[config.mk]
export PLATFORM = sky130hd
export DESIGN_NAME = ttl_cen_gen_sync
export DESIGN_NICKNAME = d
export VERILOG_FILES = /design/src/rtl/ttl_timing_pkg.sv /design/src/rtl/ttl_cen_div_stage.sv /design/src/rtl/ttl_cen_gen_sync.sv
export SDC_FILE = /design/constraint.sdc
export NUM_CORES = 1
export LEC_CHECK = 0
export ABC_AREA = 1
export CAP_MARGIN = 20
export CORE_MARGIN = 2
export CORE_UTILIZATION = 30
export DETAILED_ROUTE_END_ITERATION = 12
export PLACE_DENSITY = 0.52
export SKIP_LAST_GASP = 1
export SLEW_MARGIN = 0
export SYNTH_ARGS = -nofsm -noshare
export SYNTH_HDL_FRONTEND = slang
export SYNTH_SLANG_ARGS = --single-unit
[constraint.sdc]
create_clock -name Clk -period 8.6 [get_ports Clk]
set_clock_uncertainty 0.2 [all_clocks]
set_input_delay 2.15 -clock Clk [delete_from_list [all_inputs] [get_ports Clk]]
set_output_delay 2.15 -clock Clk [all_outputs]
set_load 0.02 [all_outputs]
[src/rtl/ttl_timing_pkg.sv]
// Shared timing definitions for the emulated-clock enable generator:
// FSM encodings and elaboration-time parameter legality helpers.
package ttl_timing_pkg;

  localparam logic [1:0] RUN   = 2'd0;
  localparam logic [1:0] DRAIN = 2'd1;
  localparam logic [1:0] HALT  = 2'd2;

  typedef enum logic [1:0] {
    ST_RUN   = RUN,
    ST_DRAIN = DRAIN,
    ST_HALT  = HALT
  } state_t;

  function automatic int clog2(input int v);
    int r;
    int x;
    r = 0;
    x = v - 1;
    while (x > 0) begin
      r = r + 1;
      x = x >> 1;
    end
    return r;
  endfunction

  // The accumulator must hold DEN + 2*NUM without wrapping.
  function automatic bit params_ok(input int num, input int den,
                                   input int acc_w, input int div_stages);
    return (num >= 1) && (2 * num <= den) &&
           (clog2(den + 2 * num + 1) <= acc_w) &&
           (div_stages >= 1) && (div_stages <= 8);
  endfunction

endpackage

[src/rtl/ttl_cen_div_stage.sv]
// One J=K=1 divide-by-2 stage, clocked by the falling edge of the stage
// before it (expressed as an enable strobe in the Clk domain).
module ttl_cen_div_stage (
  input  logic Clk,
  input  logic Reset_n,
  input  logic Hold,
  input  logic Fall_in,
  output logic Lvl,
  output logic Fall_out,
  output logic Fall_q
);

  assign Fall_out = Fall_in & Lvl;

  always_ff @(posedge Clk) begin
    if (!Reset_n) begin
      Lvl    <= 1'b0;
      Fall_q <= 1'b0;
    end else if (Hold) begin
      Fall_q <= 1'b0;
    end else begin
      if (Fall_in) Lvl <= ~Lvl;
      Fall_q <= Fall_in & Lvl;
    end
  end

endmodule

[src/rtl/ttl_cen_gen_sync.sv]
// Emulated master clock: fractional-N accumulator driving a level plus
// edge strobes, a ripple divider chain, and a clean pause handshake.
module ttl_cen_gen_sync
  import ttl_timing_pkg::*;
#(
  parameter int NUM        = 1,
  parameter int DEN        = 4,
  parameter int ACC_W      = 16,
  parameter int DIV_STAGES = 3
) (
  input  logic                  Clk,
  input  logic                  Reset_n,
  input  logic                  Run,
  output logic                  Cen_lvl,
  output logic                  Cen_rise,
  output logic                  Cen_fall,
  output logic [DIV_STAGES-1:0] Div_lvl,
  output logic [DIV_STAGES-1:0] Div_fall,
  output logic                  Stopped,
  output logic [1:0]            Dbg_state
);

  if (!params_ok(NUM, DEN, ACC_W, DIV_STAGES)) begin : g_param_err
    $error("ttl_cen_gen_sync: illegal NUM/DEN/ACC_W/DIV_STAGES combination");
  end

  localparam logic [ACC_W-1:0] STEP  = ACC_W'(2 * NUM);
  localparam logic [ACC_W-1:0] DEN_V = ACC_W'(DEN);

  state_t                 state;
  logic [ACC_W-1:0]       acc;
  logic [ACC_W-1:0]       sum;
  logic                   advancing;
  logic                   hold;
  logic                   toggle;
  logic [DIV_STAGES:0]    fall_chain;
  logic                   unused_chain_end;

  assign advancing = (state != ST_HALT);
  assign hold      = ~advancing;
  assign sum       = acc + STEP;
  assign toggle    = advancing && (sum >= DEN_V);
  assign Dbg_state = state;

  always_ff @(posedge Clk) begin
    if (!Reset_n) begin
      acc      <= '0;
      Cen_lvl  <= 1'b1;
      Cen_rise <= 1'b0;
      Cen_fall <= 1'b0;
      Stopped  <= 1'b0;
      state    <= ST_RUN;
    end else begin
      Cen_rise <= toggle & ~Cen_lvl;
      Cen_fall <= toggle & Cen_lvl;
      if (advancing) begin
        acc <= toggle ? (sum - DEN_V) : sum;
        if (toggle) Cen_lvl <= ~Cen_lvl;
      end
      // Halting is only allowed where Cen_lvl ends up high: either it is
      // already high and stays so, or this cycle's toggle is a rise.
      case (state)
        ST_RUN: begin
          if (!Run) begin
            if (Cen_lvl ^ toggle) begin
              state   <= ST_HALT;
              Stopped <= 1'b1;
            end else begin
              state <= ST_DRAIN;
            end
          end
        end
        ST_DRAIN: begin
          if (Run) begin
            state <= ST_RUN;
          end else if (toggle && !Cen_lvl) begin
            state   <= ST_HALT;
            Stopped <= 1'b1;
          end
        end
        ST_HALT: begin
          if (Run) begin
            state   <= ST_RUN;
            Stopped <= 1'b0;
          end
        end
        default: begin
          state   <= ST_RUN;
          Stopped <= 1'b0;
        end
      endcase
    end
  end

  assign fall_chain[0] = toggle & Cen_lvl;

  for (genvar k = 0; k < DIV_STAGES; k++) begin : g_div
    ttl_cen_div_stage u_stage (
      .Clk      (Clk),
      .Reset_n  (Reset_n),
      .Hold     (hold),
      .Fall_in  (fall_chain[k]),
      .Lvl      (Div_lvl[k]),
      .Fall_out (fall_chain[k+1]),
      .Fall_q   (Div_fall[k])
    );
  end

  assign unused_chain_end = fall_chain[DIV_STAGES];

endmodule

==> key figures <==
Detailed routing
  – Antenna-violating nets left: 0
  – Pre-antenna DRT Iters: 4
  – # DRC: 0
  – Drt via density: 4.62
  – Total routed wirelength: 5.04 mm
  – Total number of vias: 1941
  – Wire per inst: 12.0 microns
  – DRT iter0 DRCs: 86

Final layout
  – Layout cells sized above 1: 16.7%
  – Area grow syn2layout: 10.7%
  – Design area: 2320 sq um
  – Fin nets: 333
  – Post-Layout Cell Count: 420
  – Diode count: 0

Clock tree
  – CTS Buffer Depth: 2
  – CTS sink cnt: 27
  – Post-CTS setup repair buffer count: 0
  – CTS Buf Count: 3
  – Clock Root Buffer: clkbuf_8
  – H-tree level count: 1
  – CTS resizes: 0
  – # hold bufs at CTS: 0
  – TritonCTS clock tree: yes
  – Clk_lat worst skew: 270 ps
  – Clk pin slew, worst setup/hold paths: 90 ps

STA
  – TNS Setup: 0 ps
  – Fin Hold WS: 289 ps
  – Ratio of final minimum period to clock period: 43.9%
  – Fin crit period: 3770 ps
  – Final setup fails: 0
  – Worst slew pin tran: 684 ps
  – RSZ-0062 raised after global routing: no
  – Slew Limit Headroom: 54.4%
  – F_max: 265 MHz
  – Final Hold Vio Count: 0
  – Fin. max-slew vios: 0

Critical path
  – Worst-path cell chain: clkdlybuf4s50_1, inv_1, nor3_1, nor2_1, a21oi_1
  – Crit path max fanout: 13
  – Worst Setup Start Kind: input pin
  – Crit-path max cell delay: 770 ps
  – Crit path DAT: 3780 ps
  – CP Class: in2reg
  – Slowest cell on crit path: clkdlybuf4s50_1
  – Critical Path RT: 8600 ps
  – Worst Setup End Kind: register

Synthesis
  – Adder and majority gate portion of the synthesized area: 2.98%
  – EDFF count, synth: 0
  – Post-synthesis compound-gate area fraction: 10.9%
  – Main synth FF type: dfxtp_1
  – Yosys top cell area share: 25.8%
  – Syn nets: 325
  – Warnings, synthesis: 0
  – Simple-gate area share of the yosys netlist: 48.0%
  – Xor-xnor portion of the synthesized cell area: 2.09%
  – Post-synthesis sequential area ratio: 25.8%
  – Largest family of logic cells by synthesized area: simple AND/OR/NAND/NOR gates
  – Ys async rst share: 0%
  – Gate Count Post-Synth: 317
  – Post-synth top area cell: dfxtp_1
  – Top post-synthesis cells by count: nand2_1, inv_1, nor2_1
  – Syn avg cell area: 6.62 sq um
  – Most common cell in the netlist: nand2_1
  – Synth unique cells: 29
  – Cell area after synthesis: 2100 sq um
  – Mux share of post-synthesis cell area: 0%
  – Synth Register Bits: 27
  – Top cells by area, synth: dfxtp_1, nand2_1, inv_1

GRT
  – First-pass GRT wire length: 8.59 mm
  – Initial antenna violation count: 0
  – GRT Total Usage: 14.2%
  – Vias in the first global route: 1810
  – Grt ovf: 0
  – Pin count of the biggest net entering global routing: 21

Die
  – Die area: 7670 sq um
  – Initial Utilization: 30.9%
  – # rows: 30
  – Core area: 6790 sq um
  – # IOs: 15
  – Die extent in y: 87.6 microns
  – Die W: 87.6 microns

Pwr
  – Net switching power: 484 uW
  – Sw Share: 53.0%
  – Cell Int Power: 429 uW
  – IR drop worst, VDD: 0.106 mV
  – Pleak: 0.000980 uW
  – Pwr Density: 393 nW/um^2
  – Sequential power share: 25.3%
  – Design Power: 913 uW
  – Power share of the combinational group: 67.1%
  – Clock power frac: 7.6%

Placement
  – Hpwl dp: 4.06 mm
  – Placed cell areas: 2280 sq um
  – IO Port Bufs: 14
  – GP Congestion: 0.850
  – # placed instances: 416

Worst hold path
  – Worst min path class: reg2reg

Flow run
  – # Max-Cap Violations: 0

Outcome
  – Status: complete, no violations
logic make-up (layout without fill, tap and decap cells):
logic type	Yosys count	in the layout
buffers and inverters	46	53
AOI/OAI and AO/OA	37	37
and+or+nand+nor	197	197
DFF	27	27
adders and majority gates	5	5
xor gates and xnor gates	5	5
registers in the layout (all words and copies together) (netlist names):
| signal | count |
|---|---|
| acc | 15 |
| g_div.u_stage.Fall_q | 3 |
| g_div.u_stage.Lvl | 3 |
| Dbg_state | 2 |
| Cen_fall | 1 |
| Cen_lvl | 1 |
| Cen_rise | 1 |
| Stopped | 1 |
layout by cell type, fill, tap and decap left out:
master            n
nand2_1          90
inv_1            33
nor2_1           32
dfxtp_1          27
nand3_1          22
clkdlybuf4s50_1  14
nand2_2          12
o21ai_0          12
a21oi_1          12
nand4_1          11
nand3_2          11
a21oi_2          10
nor2_4            9
ha_1              5
nor2_2            3
nand2_4           3
xor2_1            3
clkbuf_8          3
xnor2_1           2
o21ai_1           1
inv_2             1
nand3b_2          1
o21bai_1          1
a211oi_1          1
and3_1            1
nor3_1            1
nor3b_1           1
clkbuf_1          1
buf_4             1
through the flow:
step	setup WS (ps)	utilization, %
after CTS	4830	34.2
after global placement	4560	33.5
after floorplan	5580	-
final	4830	34.2
after detailed placement	4550	33.5
after global routing	4590	34.2
power by group through the flow:
stage                     Clock (uW)  Sequential, uW  Combinational, uW
after detailed placement           0             234                614
final                           69.4             231                613
after global routing            78.4             239                691
after floorplan                    0             230                482
after global placement             0             234                611
after CTS                       73.0             231                616
layer usage:
metal	vias to the layer above	GRT usage (%)	routed length [microns]	part of all wire [%]
met2	28	23.6	2330	46
met1	875	18.6	2430	48
met5	-	0	0	0
met3	14	2.07	93	1.8
met4	0	5.17	188	3.7
li1	1024	-	-	-
worst paths after layout:
kind | start | end | slack, ps | cells after the start
worst max-delay path | Reset_n | g_div[2].u_stage.Lvl | 4830 | 5
worst min register to register | g_div[0].u_stage.Lvl | g_div[0].u_stage.Lvl | 290 | 1
worst max register to register | acc[1] | Stopped | 5010 | 18
worst min-delay path | g_div[0].u_stage.Lvl | g_div[0].u_stage.Lvl | 290 | 1
worst max-delay path, delay by kind of cell:
kind	cells	cell delay, ps
buffers and inverters	2	1150
AOI/OAI and AO/OA	1	100
and+or+nand+nor	2	360
layout make-up:
type / count / area (sq um)
clock buffer: 4 / 45.0
fill: 741 / 4470
inverter: 34 / 128
multi-input combinational: 244 / 1340
sequential: 27 / 541
tap: 96 / 120
timing repair buffer: 15 / 148
No activity file was read; power rests on OpenSTA's default activity.
